$ cat src/rtl/load_store_unit.sv
// Data-memory initiator for the non-pipelined core: one aligned
// 64-bit access per load/store over a req/gnt/rvalid handshake.
module load_store_unit #(
    parameter int unsigned TIMEOUT = 255
) (
    input  logic        clk,
    input  logic        reset,
    input  logic        MemRead,
    input  logic        MemWrite,
    input  logic [2:0]  funct3,
    input  logic [63:0] ALUResult,
    input  logic [63:0] ReadData2,
    output logic [63:0] ReadData,
    output logic        stall,
    output logic        done,
    output logic        err,
    output logic        mem_req,
    output logic        mem_we,
    output logic [63:0] mem_addr,
    output logic [63:0] mem_wdata,
    output logic [7:0]  mem_be,
    input  logic        mem_gnt,
    input  logic        mem_rvalid,
    input  logic [63:0] mem_rdata
);

    typedef enum logic [1:0] {IDLE, REQ, WAIT, DONE} state_t;

    state_t      state;
    logic [7:0]  cnt;
    logic [2:0]  f3_q;
    logic [2:0]  off_q;

    logic        op;
    logic        misal;
    logic        illegal;
    logic [2:0]  off;
    logic [7:0]  base;
    logic [7:0]  be;
    logic [63:0] bemask;
    logic [63:0] wdata;
    logic [63:0] rsh;
    logic [63:0] ext;

    assign op    = MemRead | MemWrite;
    assign stall = ((state == IDLE) & op) | (state == REQ) | (state == WAIT);

    // Decode size, legality and lane placement of the incoming op
    always_comb begin
        off = ALUResult[2:0];
        unique case (funct3[1:0])
            2'b00: begin
                base  = 8'h01;
                misal = 1'b0;
            end
            2'b01: begin
                base  = 8'h03;
                misal = off[0];
            end
            2'b10: begin
                base  = 8'h0F;
                misal = |off[1:0];
            end
            default: begin
                base  = 8'hFF;
                misal = |off;
            end
        endcase
        be      = base << off;
        illegal = (MemRead & MemWrite)
                | (MemRead & (funct3 == 3'b111))
                | (MemWrite & funct3[2])
                | misal;
        for (int i = 0; i < 8; i++) begin
            bemask[8*i +: 8] = {8{be[i]}};
        end
        wdata = (ReadData2 << {off, 3'b000}) & bemask;
    end

    // Pull the addressed bytes down and extend them to 64 bits
    always_comb begin
        rsh = mem_rdata >> {off_q, 3'b000};
        unique case (f3_q)
            3'b000:  ext = {{56{rsh[7]}}, rsh[7:0]};
            3'b001:  ext = {{48{rsh[15]}}, rsh[15:0]};
            3'b010:  ext = {{32{rsh[31]}}, rsh[31:0]};
            3'b100:  ext = {56'd0, rsh[7:0]};
            3'b101:  ext = {48'd0, rsh[15:0]};
            3'b110:  ext = {32'd0, rsh[31:0]};
            default: ext = rsh;
        endcase
    end

    // Access sequencer with registered bus and completion outputs
    always_ff @(posedge clk or posedge reset) begin
        if (reset) begin
            state     <= IDLE;
            cnt       <= 8'd0;
            f3_q      <= 3'd0;
            off_q     <= 3'd0;
            mem_req   <= 1'b0;
            mem_we    <= 1'b0;
            mem_addr  <= 64'd0;
            mem_wdata <= 64'd0;
            mem_be    <= 8'd0;
            done      <= 1'b0;
            err       <= 1'b0;
            ReadData  <= 64'd0;
        end else begin
            unique case (state)
                IDLE: begin
                    done <= 1'b0;
                    err  <= 1'b0;
                    if (op) begin
                        ReadData <= 64'd0;
                        if (illegal) begin
                            state <= DONE;
                            done  <= 1'b1;
                            err   <= 1'b1;
                        end else begin
                            state     <= REQ;
                            mem_req   <= 1'b1;
                            mem_we    <= MemWrite;
                            mem_addr  <= {ALUResult[63:3], 3'b000};
                            mem_wdata <= MemWrite ? wdata : 64'd0;
                            mem_be    <= be;
                            f3_q      <= funct3;
                            off_q     <= off;
                        end
                    end
                end
                REQ: begin
                    if (mem_gnt) begin
                        mem_req <= 1'b0;
                        state   <= WAIT;
                        cnt     <= 8'd0;
                    end
                end
                WAIT: begin
                    if (mem_rvalid) begin
                        state <= DONE;
                        done  <= 1'b1;
                        err   <= 1'b0;
                        if (!mem_we) begin
                            ReadData <= ext;
                        end
                    end else begin
                        cnt <= cnt + 8'd1;
                        if (cnt == 8'(TIMEOUT - 1)) begin
                            state    <= DONE;
                            done     <= 1'b1;
                            err      <= 1'b1;
                            ReadData <= 64'd0;
                        end
                    end
                end
                default: begin
                    state    <= IDLE;
                    done     <= 1'b0;
                    err      <= 1'b0;
                    ReadData <= 64'd0;
                end
            endcase
        end
    end

endmodule

$ cat config.mk
export PLATFORM = sky130hd
export DESIGN_NAME = load_store_unit
export DESIGN_NICKNAME = d
export VERILOG_FILES = /design/src/rtl/load_store_unit.sv
export SDC_FILE = /design/constraint.sdc
export NUM_CORES = 1
export LEC_CHECK = 0
export ABC_AREA = 1
export CAP_MARGIN = 20
export CORE_MARGIN = 10
export CORE_UTILIZATION = 51
export CTS_CLUSTER_DIAMETER = 40
export DETAILED_ROUTE_END_ITERATION = 8
export PLACE_DENSITY = 0.92
export SETUP_SLACK_MARGIN = 0.4
export SLEW_MARGIN = 30
export SYNTH_ARGS = -nofsm -noshare
export SYNTH_HDL_FRONTEND = slang
export SYNTH_SLANG_ARGS = --single-unit
$ cat constraint.sdc
create_clock -name clk -period 13.85 [get_ports clk]
set_clock_uncertainty 0.2 [all_clocks]
set_input_delay 2.77 -clock clk [delete_from_list [all_inputs] [get_ports clk]]
set_output_delay 2.77 -clock clk [all_outputs]
set_load 0.1 [all_outputs]
# After elaboration in Yosys (flattened, before gate mapping)

Index checks and enable logic that the tools add are counted.

Register bits after elaboration: 217
Input port bits: 201
Logic and storage cells: 88

Add/sub/neg operators: 1
Equality and inequality tests: 17
Shift operators: 3
Mux-type cells: 29
Bitwise operators: 13
Reduce and logical (&&, ||, !) cells: 13

Operators by type and width:

| operator            | number |
|---|---|
| $pmux 64 s6         | 1 |
| $mux 64             | 5 |
| $pmux 64 s3         | 1 |
| $and 64x64->64      | 1 |
| $shl 64x6->64       | 1 |
| $shr 64x6->64       | 1 |
| $pmux 8 s3          | 1 |
| $mux 8              | 2 |
| $pmux 8 s2          | 1 |
| $eq 3x3->1 const B  | 4 |
| $mux 2              | 5 |
| $pmux 1 s3          | 3 |
| $reduce_and 3->1    | 3 |
| $add 8x1->8 const B | 1 |
| $eq 8x8->1 const B  | 1 |
| $mux 1              | 8 |
| $ne 2x2->1 const B  | 4 |
| $reduce_and 4->1    | 2 |
| $shl 8x3->8         | 1 |
| $or 1x1->1          | 6 |
| $pmux 2 s3          | 1 |
| $and 1x1->1         | 4 |
| $eq 2x1->1 const B  | 2 |
| $eq 2x2->1 const B  | 2 |
| other kinds (12)    | 15 |

# Longest topological paths before layout

Depth in word-level cells: 8
Gate-level depth with buffers: 13
Gate-level depth less buffers: 10

# Worst setup path before layout

No wires, ideal clock.

Kind: input to output
Start: input port MemWrite
End: output port stall
Arrival time: 5.229 ns
Data required time: 10.880 ns
Setup slack: 5.651 ns
Cell stages on the path: 5
Buffers on the path: 1
Cell sequence: buf_2 -> inv_2 -> nand2_1 -> inv_1 -> o21ai_0

Longest elaborated chain between the ends: 4

RTL lines:

| what                    | RTL line | RTL |
|---|---|---|
| start, declared         | 9        | `input logic MemWrite,` |
| $or 1x1->1              | 45       | `assign op = MemRead \| MemWrite;` |
| $and 1x1->1             | 46       | `assign stall = ((state == IDLE) & op) \| (state == REQ) \| (state == WAIT);` |
| $or 1x1->1 (2 in a row) | 46       |  |
| end, declared           | 14       | `output logic stall,` |

Every way passes these cells.

# Worst setup path after layout

Ends and elaborated chain as after synthesis.

==> key figures <==
Run status
  – Status: finished, final reports clean

Critical path
  – Crit-path most repeated cell: clkdlybuf4s50_1
  – Critical path peak fanout: 16
  – Crit end category: primary output
  – Crit path largest cell delay: 1.18 ns
  – Buf+Inv Stages, Crit Path: 5
  – WP data required: 10.88 ns
  – Slowest-stage cell, CP: clkdlybuf4s50_1
  – CP top delay family: buffers and inverters
  – Critical path cell sequence: clkdlybuf4s50_1, buf_4, inv_2, nand2_1, inv_1, o21ai_0, clkdlybuf4s50_1
  – Worst EP arrival: 5.12 ns
  – WS Path Type: in2out
  – Element type at the critical path start: input port

Routing
  – Pre-antenna DRT Iters: 7
  – Via count: 14600
  – Final wirelength: 52500 um
  – Mean number of vias per cell: 5.78
  – Antenna Violating Nets Remaining: 0
  – DR WL/cell: 20.7 um
  – Drc violations: 0
  – DRT iter0 DRCs: 2049

Floorplan
  – CORE AREA: 24300 um^2
  – Die area: 31400 um^2
  – Die H: 177 um
  – IO Count: 406
  – Cell Rows: 57
  – Die W: 177 um
  – Initial Util: 51.9%

STA
  – # setup viols final: 0
  – Final hold vios: 0
  – Final clock period utilization by the worst path: 58.4%
  – Final slew viol count: 0
  – Max Freq: 0.124 GHz
  – Least-Margin Pin Slew: 1.06 ns
  – PnR worst setup slack: 5.76 ns
  – Setup Total Neg Slack: 0 ns
  – Slew margin rel.: 29.4%
  – RSZ-0062 raised after global routing: false
  – Fin crit period: 8.09 ns

Pwr
  – Clk pwr share: 20.0%
  – Comb pwr share: 59.2%
  – Net Switching: 2.76 mW
  – Worst IR drop on VDD: 0.370 mV
  – Pwr dens: 273 nW/um^2
  – Seq pwr share: 20.8%
  – Internal Pwr Total: 2.07 mW
  – Final Power: 4.82 mW
  – Switch share: 57.1%
  – P_leak: 8.90 nW

Placement
  – IO Port Bufs: 402
  – Placed cells: 2471
  – Dpl cell area: 16400 um^2
  – Worst slack, placed: 5.83 ns
  – Global placement routability congestion: 0.975
  – DP Wirelength: 37300 um

Flow run
  – Max cap viols: 0

Layout
  – Share of cells above drive strength 1: 6.66%
  – Area grow syn2layout: 40.1%
  – Post-layout instance area: 17700 um^2
  – Nets: 2393
  – Fin cells: 2534

Synthesis
  – Top-area cell type share of the netlist area: 43.0%
  – Syn Inst Count: 1854
  – Synth area leaders: dfrtp_1, nand2_1, nand3_1, o21ai_0, a21oi_1
  – FFs w/ async S/R, synth: 100%
  – Netlist cell types: 37
  – Synth area leader: dfrtp_1
  – Seq/Total Area, Yosys: 43.0%
  – EDFF count, synth: 0
  – Ys flop type: dfrtp_1
  – Syn avg cell area: 6.80 um^2
  – Synthesis-stage register bit count: 217
  – YS warnings: 0
  – Netlist Area Pre-Place: 12600 um^2

Global route
  – Vias in the first global route: 14400
  – GRT Util Overall: 32.2%
  – Largest net degree at the start of global routing: 140
  – Total grt overflow: 0
  – First-pass GRT wire length: 80200 um
  – Initial antenna violation count: 2

CTS
  – Hold buffer count at CTS: 0
  – Post CTS Setup Buffer Count: 0
  – CTS Sinks: 217
  – Worst-Skew Late Latency: 0.50 ns
  – Clock root cell: clkbuf_16
  – Clock slew at reported path FFs: 0.06 ns
  – TritonCTS clock tree: yes
  – Clock Path Buffers: 3
  – Num CTS Buffers: 36
  – Post-cts repair resize count: 0
  – Htree depth: 2

Hold path
  – Hold/Removal Path Class: reg2reg
tightest hold or removal path, stage by stage (launching register included):
cell and delay (ns):
dfrtp_1 0.33, nand2_1 0.05, nand2_1 0.06
power by group through the flow:
stage | clock (mW) | combinational, mW | sequential, mW
after floorplan | 0 | 0.799 | 2.31
after global placement | 0 | 2.82 | 0.992
after detailed placement | 0 | 2.84 | 0.996
after CTS | 0.967 | 2.85 | 0.996
after global routing | 0.998 | 2.99 | 1.02
final | 0.966 | 2.86 | 1.00
final cells by class:
| type | count | area (um^2) |
|---|---|---|
| repair buffers | 419 | 3950 |
| flip-flops and latches | 217 | 5430 |
| diodes | 2 | 5.00 |
| well taps | 324 | 405 |
| multi-input cells | 1439 | 6300 |
| inverters | 73 | 288 |
| clock buffers | 44 | 1010 |
| clock inverters | 16 | 269 |
| fillers | 1919 | 6650 |
registers in the layout, summed over array words and instances (netlist names):
signal,count
state,2
mem_wdata,64
f3_q,3
mem_addr,61
mem_req,1
mem_be,8
cnt,8
err,1
off_q,3
done,1
ReadData,64
mem_we,1
final timing paths:
| kind | depth (start not counted) | slack (ns) | from | endpoint |
|---|---|---|---|---|
| min reg2reg | 2 | 0.27 | ReadData[35] | ReadData[35] |
| max | 7 | 5.76 | MemWrite | stall |
| min | 2 | 0.27 | ReadData[35] | ReadData[35] |
| min in group asynchronous | 2 | 2.56 | reset | ReadData[18] |
| max in group asynchronous | 4 | 9.54 | reset | mem_addr[55] |
| max reg2reg | 9 | 9.88 | off_q[0] | ReadData[40] |
per-layer routing:
layer | track usage, % | vias to the layer above | share of wire (%) | routed length [um]
met5 | 0 | - | 0 | 0
li1 | - | 6658 | - | -
met2 | 52.3 | 1021 | 47 | 24400
met1 | 36.5 | 6737 | 35 | 18200
met4 | 19.6 | 0 | 6.6 | 3450
met3 | 10.1 | 219 | 12 | 6350
cells by family after synthesis:
logic type / share of synthesized area, %
AND/OR/NAND/NOR: 37.2
XOR/XNOR: 0.139
other: 0.0297
flip-flops: 43.0
buffers and inverters: 7.08
AO/OA/AOI/OAI: 11.9
adder cells (fa/ha/maj): 0.595
cells in the mapped netlist, drive strengths merged (2+ instances only):
master    n
a21oi   102
a31oi     2
nand2   832
nor3      5
nor2     70
buf      77
o21ai   155
a21o      2
inv      69
dfrtp   217
clkbuf   50
nand3b   13
nand3   210
clkinv    4
xor2      2
or2       5
ha        6
nand4     7
o211ai   21
cell usage in the layout (no fill, tap or decap), drive strengths merged:
| cell | instances |
|---|---|
| a21o | 2 |
| a21oi | 102 |
| a22o | 1 |
| a31oi | 2 |
| and3 | 1 |
| buf | 60 |
| bufinv | 6 |
| clkbuf | 46 |
| clkdlybuf4s50 | 357 |
| clkinv | 7 |
| conb | 3 |
| dfrtp | 217 |
| diode | 2 |
| ha | 6 |
| inv | 76 |
| nand2 | 832 |
| nand3 | 210 |
| nand3b | 13 |
| nand4 | 7 |
| nor2 | 70 |
| nor3 | 5 |
| o211ai | 21 |
| o21ai | 155 |
| o21bai | 1 |
| o31ai | 1 |
| or2 | 5 |
| xor2 | 2 |
through the flow:
stage               util [%]  hold WS [ns]
global placement        68.0         0.261
floorplan                  -         0.290
CTS                     72.7         0.279
finish                  72.6         0.273
detailed placement      67.4         0.261
global route            72.6         0.288
No activity file was read; power rests on OpenSTA's default activity.
